`config.mk`:
```
export PLATFORM = sky130hd
export DESIGN_NAME = cla_seq_adder_ctrl
export DESIGN_NICKNAME = d
export VERILOG_FILES = /design/src/rtl/cla_seq_adder_ctrl.sv
export SDC_FILE = /design/constraint.sdc
export NUM_CORES = 1
export LEC_CHECK = 0
export BUFFER_PORTS_ARGS = -buffer_cell sky130_fd_sc_hd__buf_4
export CORE_MARGIN = 2
export CORE_UTILIZATION = 30
export DETAILED_ROUTE_END_ITERATION = 7
export PLACE_DENSITY = 0.6
export SYNTH_ARGS = -nofsm -noshare
export SYNTH_HDL_FRONTEND = slang
export SYNTH_SLANG_ARGS = --single-unit
export TNS_END_PERCENT = 20
```
`constraint.sdc`:
```
create_clock -name clk -period 5.15 [get_ports clk]
set_input_delay 0.515 -clock clk [delete_from_list [all_inputs] [get_ports clk]]
set_output_delay 0.515 -clock clk [all_outputs]
set_load 0.02 [all_outputs]
```
`src/rtl/cla_seq_adder_ctrl.sv`:
```
// cla_seq_adder_ctrl: WIDTH-bit add through one 4-bit CLA slice, LSB nibble first; CLA_SEQ_SUB_EN adds in_sub (A + ~B + 1).
// Latency NIBBLES edges from accept to out_valid; out_* held while out_ready is low, in_ready low until result consumed.
module cla_seq_adder_ctrl #(
  parameter int WIDTH = 16
) (
  input  logic             clk,
  input  logic             rst_n,
  input  logic             in_valid,
  output logic             in_ready,
  input  logic [WIDTH-1:0] in_a,
  input  logic [WIDTH-1:0] in_b,
  input  logic             in_cin,
`ifdef CLA_SEQ_SUB_EN
  input  logic             in_sub,
`endif
  output logic             out_valid,
  input  logic             out_ready,
  output logic [WIDTH-1:0] out_sum,
  output logic             out_cout,
  output logic             out_ovf,
  output logic             busy
);
  localparam int NIBBLES = WIDTH / 4;
  localparam int IDXW = (NIBBLES > 1) ? $clog2(NIBBLES) : 1;
  localparam logic [IDXW-1:0] LAST_IDX = IDXW'(NIBBLES - 1);

  typedef enum logic [1:0] {IDLE, BUSY, DONE} state_t;

  state_t           state, state_nxt;
  logic [IDXW-1:0]  idx;
  logic             carry;
  logic [WIDTH-1:0] a_q, b_q;
  logic [WIDTH-1:0] b_eff;
  logic             cin_eff;
  logic             accept, last;
  logic [3:0]       nib_a, nib_b, p, g, nib_s;
  logic [4:0]       c;

  // Subtraction is folded in at accept time so the slice itself stays add-only.
`ifdef CLA_SEQ_SUB_EN
  assign b_eff   = in_sub ? ~in_b : in_b;
  assign cin_eff = in_sub | in_cin;
`else
  assign b_eff   = in_b;
  assign cin_eff = in_cin;
`endif

  assign accept = in_valid && in_ready;
  assign last   = (idx == LAST_IDX);

  always_comb begin
    nib_a = a_q[{idx, 2'b00} +: 4];
    nib_b = b_q[{idx, 2'b00} +: 4];
    p     = nib_a ^ nib_b;
    g     = nib_a & nib_b;
    c[0]  = carry;
    c[1]  = g[0] | (p[0] & c[0]);
    c[2]  = g[1] | (p[1] & g[0]) | (p[1] & p[0] & c[0]);
    c[3]  = g[2] | (p[2] & g[1]) | (p[2] & p[1] & g[0]) | (p[2] & p[1] & p[0] & c[0]);
    c[4]  = g[3] | (p[3] & g[2]) | (p[3] & p[2] & g[1]) | (p[3] & p[2] & p[1] & g[0])
          | (p[3] & p[2] & p[1] & p[0] & c[0]);
    nib_s = p ^ c[3:0];
  end

  always_ff @(posedge clk or negedge rst_n) begin
    if (!rst_n) state <= IDLE;
    else        state <= state_nxt;
  end

  always_comb begin
    state_nxt = state;
    in_ready  = 1'b0;
    out_valid = 1'b0;
    busy      = 1'b0;
    case (state)
      IDLE: begin
        in_ready = rst_n;
        if (accept) state_nxt = BUSY;
      end
      BUSY: begin
        busy = 1'b1;
        if (last) state_nxt = DONE;
      end
      DONE: begin
        busy      = 1'b1;
        out_valid = 1'b1;
        if (out_ready) state_nxt = IDLE;
      end
      default: state_nxt = IDLE;
    endcase
  end

  always_ff @(posedge clk or negedge rst_n) begin
    if (!rst_n) begin
      idx      <= '0;
      carry    <= 1'b0;
      a_q      <= '0;
      b_q      <= '0;
      out_sum  <= '0;
      out_cout <= 1'b0;
      out_ovf  <= 1'b0;
    end else begin
      case (state)
        IDLE: begin
          if (accept) begin
            a_q   <= in_a;
            b_q   <= b_eff;
            carry <= cin_eff;
            idx   <= '0;
          end
        end
        BUSY: begin
          out_sum[{idx, 2'b00} +: 4] <= nib_s;
          carry <= c[4];
          if (last) begin
            idx      <= '0;
            out_cout <= c[4];
            out_ovf  <= c[3] ^ c[4];
          end else begin
            idx <= idx + 1'b1;
          end
        end
        default: ;
      endcase
    end
  end

endmodule

```
==> impl_results.md, run 1 <==
* Status: finished clean
* Number of distinct library cells after synthesis at 37
* Fin nets at 295
* DRT Wirelength at 5520 um
* # fillers at 875
* CP Capture Type: register
* Vias in the first global route at 1,793
* Die area at 10,100 sq um
* Clk_lat worst skew at 0.32 ns
* Startpoint Class: register
* Synth Register Bits at 55
* Final setup fails at 0
* Routed wire per std cell at 15.6 um
* Area of the mapped netlist at 2800 sq um
* Crit path max fanout at 17
* Reg-to-Reg Start: idx[0]
* Worst Tran Pin Value at 0.717 ns
* DR WL met2 at 2600 um
* DR WL met3 at 251 um
* Core Box Area at 9150 sq um
* Relative slew margins at 52.2%
* Hold Path Class: input pin to asynchronous set/reset pin
* Ant. Diodes at 0
* Max rail drop VDD at 0.000285 V
* Worst path arrival time at 3.04 ns
* Crit-path max cell delay at 0.81 ns
* Uppermost layer routed: met4
* Power Density at 701 nW/um^2
* Starting DRT DRC Count at 65
* Post-Syn Instances at 185
* DR pass1 iterations at 4
* Worst Skew at 0.0121 ns
* Syn Area/Cell at 15.1 sq um
* Most frequent cells in the layout: 57 x buf_4, 55 x dfrtp_1, 29 x mux2_4
* PostCTS Resize Cnt at 0
* Congestion Overflow GR at 0
* CTS buffer count at 5
* Final slew viol count at 0
* Share of flip-flops with an asynchronous set or reset at 100%
* Clock buffer depth at 2
* Largest net degree at the start of global routing at 59
* Worst path slowest cell: dfrtp_1
* Post-Syn Nets at 238
* Tot Pwr at 0.00237 W
* Worst path cell trace: mux4_1 > ha_1 > a211oi_2 > o21bai_4 > xor2_2 > a22o_1
* Sequential fraction of the synthesis area at 49.2%
* CP required at 5.37 ns
* Total clock sinks at 55
* Critical path class: register to register
* Post-synth EDFFs at 0
* Multi-input gate area at 1330 sq um
* # DRC at 0
* Cells after DPL at 346
* First-pass GRT wire length at 9200 um
* Die height at 101 um
* Post-CTS setup buffers at 0
* Hold-fix buffers at CTS at 0
* Starting density of the core at 30.6%
* IO Pins at 58
* Sequential cell area at 1380 sq um
* Min Tclk post-route at 2.82 ns
* Area delta synth->final at 21.2%
* H-tree levels at 2
* Share of layout cells above drive strength 1 at 44.4%
* Clock root cell: clkbuf_8
* End of the worst register-to-register path: out_sum[7]
* Final Hold Viols at 0
* Clock transition at path regs at 0.11 ns
* Post-synth top flop: dfrtp_1
* RSZ-0062 raised after global routing: no
* Initial antenna violation count at 0
* HPWL Detailed at 4030 um
* Hold_ws at 0.244 ns
* Row count at 35
* Max cap viols at 0
* DRT antenna net count at 0
* Fmax at 0.354 GHz
* Commonest non-fill, non-tap cell in the layout: buf_4
* Via count at 1,685
* Cell Area, Placed at 3300 sq um
* Total GRT Usage at 11.5%
* Setup TNS Final at 0 ns
* Buffers on Ports at 57
* Period utilization at 54.8%
* Routed metal-1 wirelength at 2610 um
* Design area at 3390 sq um
* Reg2Reg Depth at 6
* R2r setup slk at 2.33 ns
* LEAKAGE at 1.68 nW
* DR vias/cell at 4.76
* RePlAce Congestion at 0.848
* CTS tree: yes
* Post-Layout Cell Count at 354
* Die W at 101 um
* YS warnings at 0
-- logic make-up after synthesis --
family	Yosys count	synth area share (%)
DFF	55	49.2
buffers and inverters	13	3.13
xor gates and xnor gates	3	1.21
adders and majority gates	16	7.43
and+or+nand+nor	20	4.16
AOI/OAI and AO/OA	36	10.1
muxes	42	24.8
-- layout make-up --
| type | count | share of cell area [%] |
|---|---|---|
| clock buffer | 5 | 2.03 |
| inverter | 6 | 0.664 |
| timing repair buffer | 57 | 12.6 |
| multi-input combinational | 117 | 39.3 |
| sequential | 55 | 40.6 |
| clock inverter | 3 | 0.664 |
| tap | 111 | 4.10 |
-- routing by layer --
metal	vias up	GRT usage (%)
met5	-	0
met4	0	3.37
met3	6	2.98
met2	39	18.1
met1	836	15.7
li1	804	-
-- critical path, delay by kind of cell, from the launching register on --
family,cells,cell delay (ns)
xor+xnor,1,0.18
fa+ha+maj,1,0.36
flops,1,0.81
compound gates,3,0.64
mux,1,0.72
-- sequential cells by signal (all words and copies together) (netlist names) --
signal    count
out_ovf       1
idx           2
out_sum      16
b_q          16
out_cout      1
a_q          16
state         2
carry         1
-- Yosys cell counts (all sizes together) (4+ instances only) --
master  count  share of area [%]
nor2        5               0.67
inv         6               0.81
o21ai       4               0.72
ha         15                6.7
mux2       33                 17
mux4        8                7.2
buf         6                2.2
a22o       16                5.0
a21oi       8                1.6
dfrtp      55                 49
nand2       7                1.2
-- through the flow --
| stage | worst slack [ns] | utilization [%] |
|---|---|---|
| after floorplan | 2.66 | - |
| after global placement | 2.37 | 36.0 |
| after detailed placement | 2.31 | 36.0 |
| after CTS | 2.32 | 37.0 |
| after global routing | 2.17 | 37.0 |
| final | 2.33 | 37.0 |
-- worst max-delay path by stage --
stage	startpoint	to	slack (ns)	depth (start not counted)
floorplan	idx[0]	out_sum[3]	2.66	8
global placement	idx[0]	out_sum[15]	2.37	6
detailed placement	idx[0]	out_sum[11]	2.31	6
CTS	idx[0]	out_sum[3]	2.32	6
global route	idx[0]	out_sum[7]	2.17	6
finish	idx[0]	out_sum[7]	2.33	6
-- power breakdown --
part           switching [W]  internal (W)
Combinational       0.000669      0.000671
Sequential          0.000152      0.000634
Clock               0.000150     0.0000979
Total               0.000972       0.00140
Note: power is estimated with default switching activity, not from simulation.
==> run 2, diff against run 1 <==
--- a/config.mk
+++ b/config.mk
@@ -9,7 +9,7 @@
 export CORE_MARGIN = 2
 export CORE_UTILIZATION = 30
 export DETAILED_ROUTE_END_ITERATION = 7
-export PLACE_DENSITY = 0.6
+export PLACE_DENSITY = 0.62
 export SYNTH_ARGS = -nofsm -noshare
 export SYNTH_HDL_FRONTEND = slang
 export SYNTH_SLANG_ARGS = --single-unit
==> constraint.sdc (replaced) <==
create_clock -name clk -period 2.45 [get_ports clk]
set_input_delay 0.245 -clock clk [delete_from_list [all_inputs] [get_ports clk]]
set_output_delay 0.245 -clock clk [all_outputs]
set_load 0.02 [all_outputs]
==> run 2 against run 1 <==
Against the previous run: cell count rose by 2.8%; power rose by 120%; global-route usage rose by 0.63 points; fmax rose by 22%; wire length rose by 2.4%; sequential share of layout area fell by 0.94 points; critical path depth rose by 1; die area did not move; final area rose by 2.5%; worst hold slack got worse by 0.095 ns; register-to-register slack got worse by 2.2 ns; non-clock buffer count rose by 10.
==> impl_results.md, run 2 (synthesis results as in run 1) <==
* Clock buffer depth at 2
* RePlAce Congestion at 0.769
* Max cap viols at 0
* Total clock sinks at 55
* Commonest non-fill, non-tap cell in the layout: buf_4
* Crit path max fanout at 5
* Hold Path End: b_q[0]
* IO Pins at 58
* Buffers on Ports at 57
* H-tree levels at 2
* DRT Wirelength at 5650 um
* Post-Layout Cell Count at 364
* Clock transition at path regs at 0.11 ns
* Vias in the first global route at 1,871
* Worst Tran Pin Value at 0.606 ns
* RSZ-0062 raised after global routing: no
* Cells after DPL at 354
* Hold_ws at 0.148 ns
* Largest regs: a_q (16), b_q (16), out_sum (16)
* Worst path arrival time at 2.52 ns
* Worst Skew at 0.00722 ns
* Power Density at 1500 nW/um^2
* Status: finished clean
* Period utilization at 94.3%
* Final setup fails at 0
* End of the worst register-to-register path: out_sum[15]
* Max rail drop VDD at 0.000562 V
* Starting DRT DRC Count at 44
* Row count at 35
* DR vias/cell at 4.70
* Core Util, Final at 38.0%
* Clk_lat worst skew at 0.31 ns
* Ant. Diodes at 0
* LEAKAGE at 1.73 nW
* Die area at 10,100 sq um
* Congestion Overflow GR at 0
* Routed wire per std cell at 15.5 um
* Fmax at 0.433 GHz
* Final slew viol count at 0
* CP required at 2.66 ns
* Via count at 1,712
* Core Box Area at 9150 sq um
* Tot Pwr at 0.00520 W
* # DRC at 0
* Hold depth at 2
* Relative slew margins at 59.6%
* Largest net degree at the start of global routing at 34
* Final Hold Viols at 0
* Die W at 101 um
* Min-delay src: in_b[0]
* CTS buffer count at 5
* Hold Path Class: input pin to register
* CTS tree: yes
* HPWL Detailed at 4260 um
* DRT antenna net count at 0
* Initial antenna violation count at 0
* CP Capture Type: register
* Reg2Reg Depth at 7
* Startpoint Class: register
* Most frequent cells in the layout: 66 x buf_4, 53 x dfrtp_1, 29 x mux2_4
* First-pass GRT wire length at 9550 um
* Share of layout cells above drive strength 1 at 47.8%
* Total GRT Usage at 12.1%
* Starting density of the core at 30.6%
* Min Tclk post-route at 2.31 ns
* Reg-to-Reg Start: idx[0]
* DR pass1 iterations at 4
* R2r setup slk at 0.14 ns
* Setup TNS Final at 0 ns
* Die height at 101 um
* Critical path class: register to register
* Fin nets at 305
* Clock root cell: clkbuf_8
* Area delta synth->final at 24.3%
-- run 2: stage by stage --
stage | instance area (sq um) | setup slack, ns
global route | 3480 | 0.0232
detailed placement | 3350 | -0.00196
CTS | 3460 | 0.0320
floorplan | 2790 | 0.0385
finish | 3480 | 0.139
global placement | 3350 | 0.0555
-- run 2: metal layers --
| layer | vias up | GRT usage (%) | share of wire [%] |
|---|---|---|---|
| met4 | 0 | 3.16 | 0.78 |
| met5 | - | 0 | 0 |
| met3 | 5 | 2.29 | 3.8 |
| met2 | 43 | 20.5 | 47 |
| met1 | 840 | 16.0 | 48 |
| li1 | 824 | - | - |
-- run 2: worst max-delay path, stage by stage (launching register included) --
cell	delay, ns
dfrtp_2	0.43
buf_4	0.15
mux4_1	0.56
ha_1	0.35
o21ai_2	0.21
o21bai_4	0.10
xor2_2	0.18
a22o_1	0.22
-- run 2: repair_timing --
action / in CTS / in global routing
setup buffers: 0 / 1
hold buffers: 1 / 0
hold endpoints to repair: 26 / 0
pin swaps: 0 / 1
setup endpoints to repair: 4 / 4
resized for setup: 1 / 2
-- run 2: layout make-up --
class / count / area [sq um]
inverter: 6 / 22.5
sequential: 55 / 1380
timing repair buffer: 67 / 505
tap: 111 / 139
clock inverter: 3 / 28.8
fill: 893 / 5680
multi-input combinational: 117 / 1330
clock buffer: 5 / 68.8
-- run 2: how the worst max path moves through the flow --
stage | endpoint | slack (ns) | depth (start not counted) | start
after detailed placement | out_sum[7] | -0.002 | 7 | idx[0]
after global placement | out_sum[15] | 0.06 | 7 | idx[0]
final | out_sum[15] | 0.14 | 7 | idx[0]
after CTS | out_sum[7] | 0.03 | 7 | idx[0]
after floorplan | out_sum[3] | 0.04 | 8 | idx[0]
after global routing | out_sum[15] | 0.02 | 7 | idx[0]
-- run 2: power breakdown --
part / total, W / internal [W] / switching, W
Clock: 0.000540 / 0.000213 / 0.000328
Combinational: 0.00303 / 0.00155 / 0.00148
Sequential: 0.00162 / 0.00134 / 0.000287
==> run 3, diff against run 2 <==
--- a/config.mk
+++ b/config.mk
@@ -8,8 +8,10 @@
 export BUFFER_PORTS_ARGS = -buffer_cell sky130_fd_sc_hd__buf_4
 export CORE_MARGIN = 2
 export CORE_UTILIZATION = 30
+export CTS_BUF_LIST = sky130_fd_sc_hd__clkbuf_8 sky130_fd_sc_hd__clkbuf_16
 export DETAILED_ROUTE_END_ITERATION = 7
 export PLACE_DENSITY = 0.62
+export RECOVER_POWER = 50
 export SYNTH_ARGS = -nofsm -noshare
 export SYNTH_HDL_FRONTEND = slang
 export SYNTH_SLANG_ARGS = --single-unit
==> run 3 against run 2 <==
Against the previous run: via count rose by 0.41%; critical path depth did not move; wire length rose by 0.37%; power fell by 1.9%; first-iteration DRC count fell by 18%; global-route usage did not move; final area fell by 2.0%; flip-flop and latch count did not move; sequential power barely moved; critical path type unchanged.
==> impl_results.md, run 3 (synthesis results as in run 1) <==
* Crit-path max cell delay at 0.56 ns
* Initial antenna violation count at 0
* Total GRT Usage at 12.1%
* Reg2Reg Depth at 7
* Routed wire per std cell at 15.6 um
* Fmax at 0.433 GHz
* Starting density of the core at 30.6%
* Buf/Inv on CP at 1
* Power Density at 1500 nW/um^2
* Vias in the first global route at 1,871
* Row count at 35
* Buffers on Ports at 57
* CP Capture Type: register
* Clock root cell: clkbuf_8
* Max cap viols at 0
* Worst Tran Pin Value at 0.686 ns
* Min-delay src: in_b[0]
* Worst path cell trace: buf_4 > mux4_1 > ha_1 > o21ai_2 > o21bai_4 > xor2_2 > a22o_1
* LEAKAGE at 1.65 nW
* Min Tclk post-route at 2.31 ns
* Relative slew margins at 54.2%
* Cell Area, Placed at 3350 sq um
* Reg-to-Reg Start: idx[0]
* Hold_ws at 0.150 ns
* DRT Wirelength at 5670 um
* Final Hold Viols at 0
* Pre-CTS setup slack at -0.00196 ns
* Largest regs: a_q (16), b_q (16), out_sum (16)
* Crit path max fanout at 5
* Commonest non-fill, non-tap cell in the layout: dfrtp_1
* Via count at 1,719
* Ant. Diodes at 0
* Clock transition at path regs at 0.11 ns
* Largest net degree at the start of global routing at 34
* Hold Path Class: input pin to register
* Clk_lat worst skew at 0.31 ns
* Worst path depth at 7
* Post-Layout Cell Count at 364
* Core Box Area at 9150 sq um
* CP required at 2.66 ns
* Design area at 3410 sq um
* Critical path class: register to register
* Cells after DPL at 354
* Clock buffer depth at 2
* RePlAce Congestion at 0.769
* Clock power share at 10.6%
* Die area at 10,100 sq um
* Startpoint Class: register
* R2r setup slk at 0.14 ns
* Setup WS post-layout at 0.139 ns
* Congestion Overflow GR at 0
* CTS buffer count at 5
* Most frequent cells in the layout: 53 x dfrtp_1, 46 x buf_4, 29 x mux2_4
* Internal power at 0.00300 W
* Worst Skew at 0.00751 ns
* DR vias/cell at 4.72
* Seq pwr share at 31.7%
* DR pass1 iterations at 4
* Setup TNS Final at 0 ns
* Total clock sinks at 55
* Hold Path End: b_q[0]
* Die height at 101 um
* End of the worst register-to-register path: out_sum[15]
* IO Pins at 58
* Max rail drop VDD at 0.000564 V
* Final setup fails at 0
* Psw at 0.00210 W
* Period utilization at 94.3%
* Comb power frac at 57.7%
* Final slew viol count at 0
* First-pass GRT wire length at 9550 um
* Hold depth at 2
* CTS tree: yes
* Starting DRT DRC Count at 36
* DRT antenna net count at 0
* H-tree levels at 2
* Status: finished clean
* CP delay by family, top: multiplexers
* Share of layout cells above drive strength 1 at 40.7%
* # DRC at 0
* Die W at 101 um
* Worst path arrival time at 2.52 ns
* Area delta synth->final at 21.8%
* Fin nets at 305
* RSZ-0062 raised after global routing: no
* HPWL Detailed at 4260 um
* Sw frac at 41.1%
* Worst path slowest cell: mux4_1
==> run 3: timing repair <==
action                                 CTS  global route
pin swaps                                0             1
cloned                                   0             0
setup buffers                            0             1
setup endpoints to repair                4             4
endpoints found under the hold margin   26             0
hold buffers                             1             0
resized for setup                        1             2
==> run 3: power groups by stage <==
stage | clock (W) | combinational [W] | sequential, W
floorplan | 0 | 0.00208 | 0.00167
global placement | 0 | 0.00296 | 0.00164
detailed placement | 0 | 0.00302 | 0.00165
CTS | 0.000555 | 0.00304 | 0.00164
global route | 0.000592 | 0.00326 | 0.00168
finish | 0.000541 | 0.00294 | 0.00162
==> run 3: how the worst max path moves through the flow <==
| stage | endpoint | start |
|---|---|---|
| finish | out_sum[15] | idx[0] |
| global route | out_sum[15] | idx[0] |
| CTS | out_sum[7] | idx[0] |
| detailed placement | out_sum[7] | idx[0] |
| global placement | out_sum[15] | idx[0] |
| floorplan | out_sum[3] | idx[0] |
==> run 3: stage by stage <==
step | util [%] | total power, W
floorplan | - | 0.00375
finish | 37.2 | 0.00510
global placement | 36.7 | 0.00460
CTS | 37.8 | 0.00523
global route | 37.2 | 0.00553
detailed placement | 36.7 | 0.00467
==> run 3: final cells by class <==
type,count,area [sq um]
clock buffers,5,68.8
clock inverters,3,28.8
fillers,907,5750
inverters,6,22.5
multi-input cells,117,1330
flip-flops and latches,55,1380
well taps,111,139
repair buffers,67,435
==> run 3: layer usage <==
metal	vias up	GRT usage (%)	wire length, um
li1	822	-	-
met1	851	16.0	2760
met2	41	20.5	2660
met3	5	2.29	217
met4	0	3.16	44
met5	-	0	0
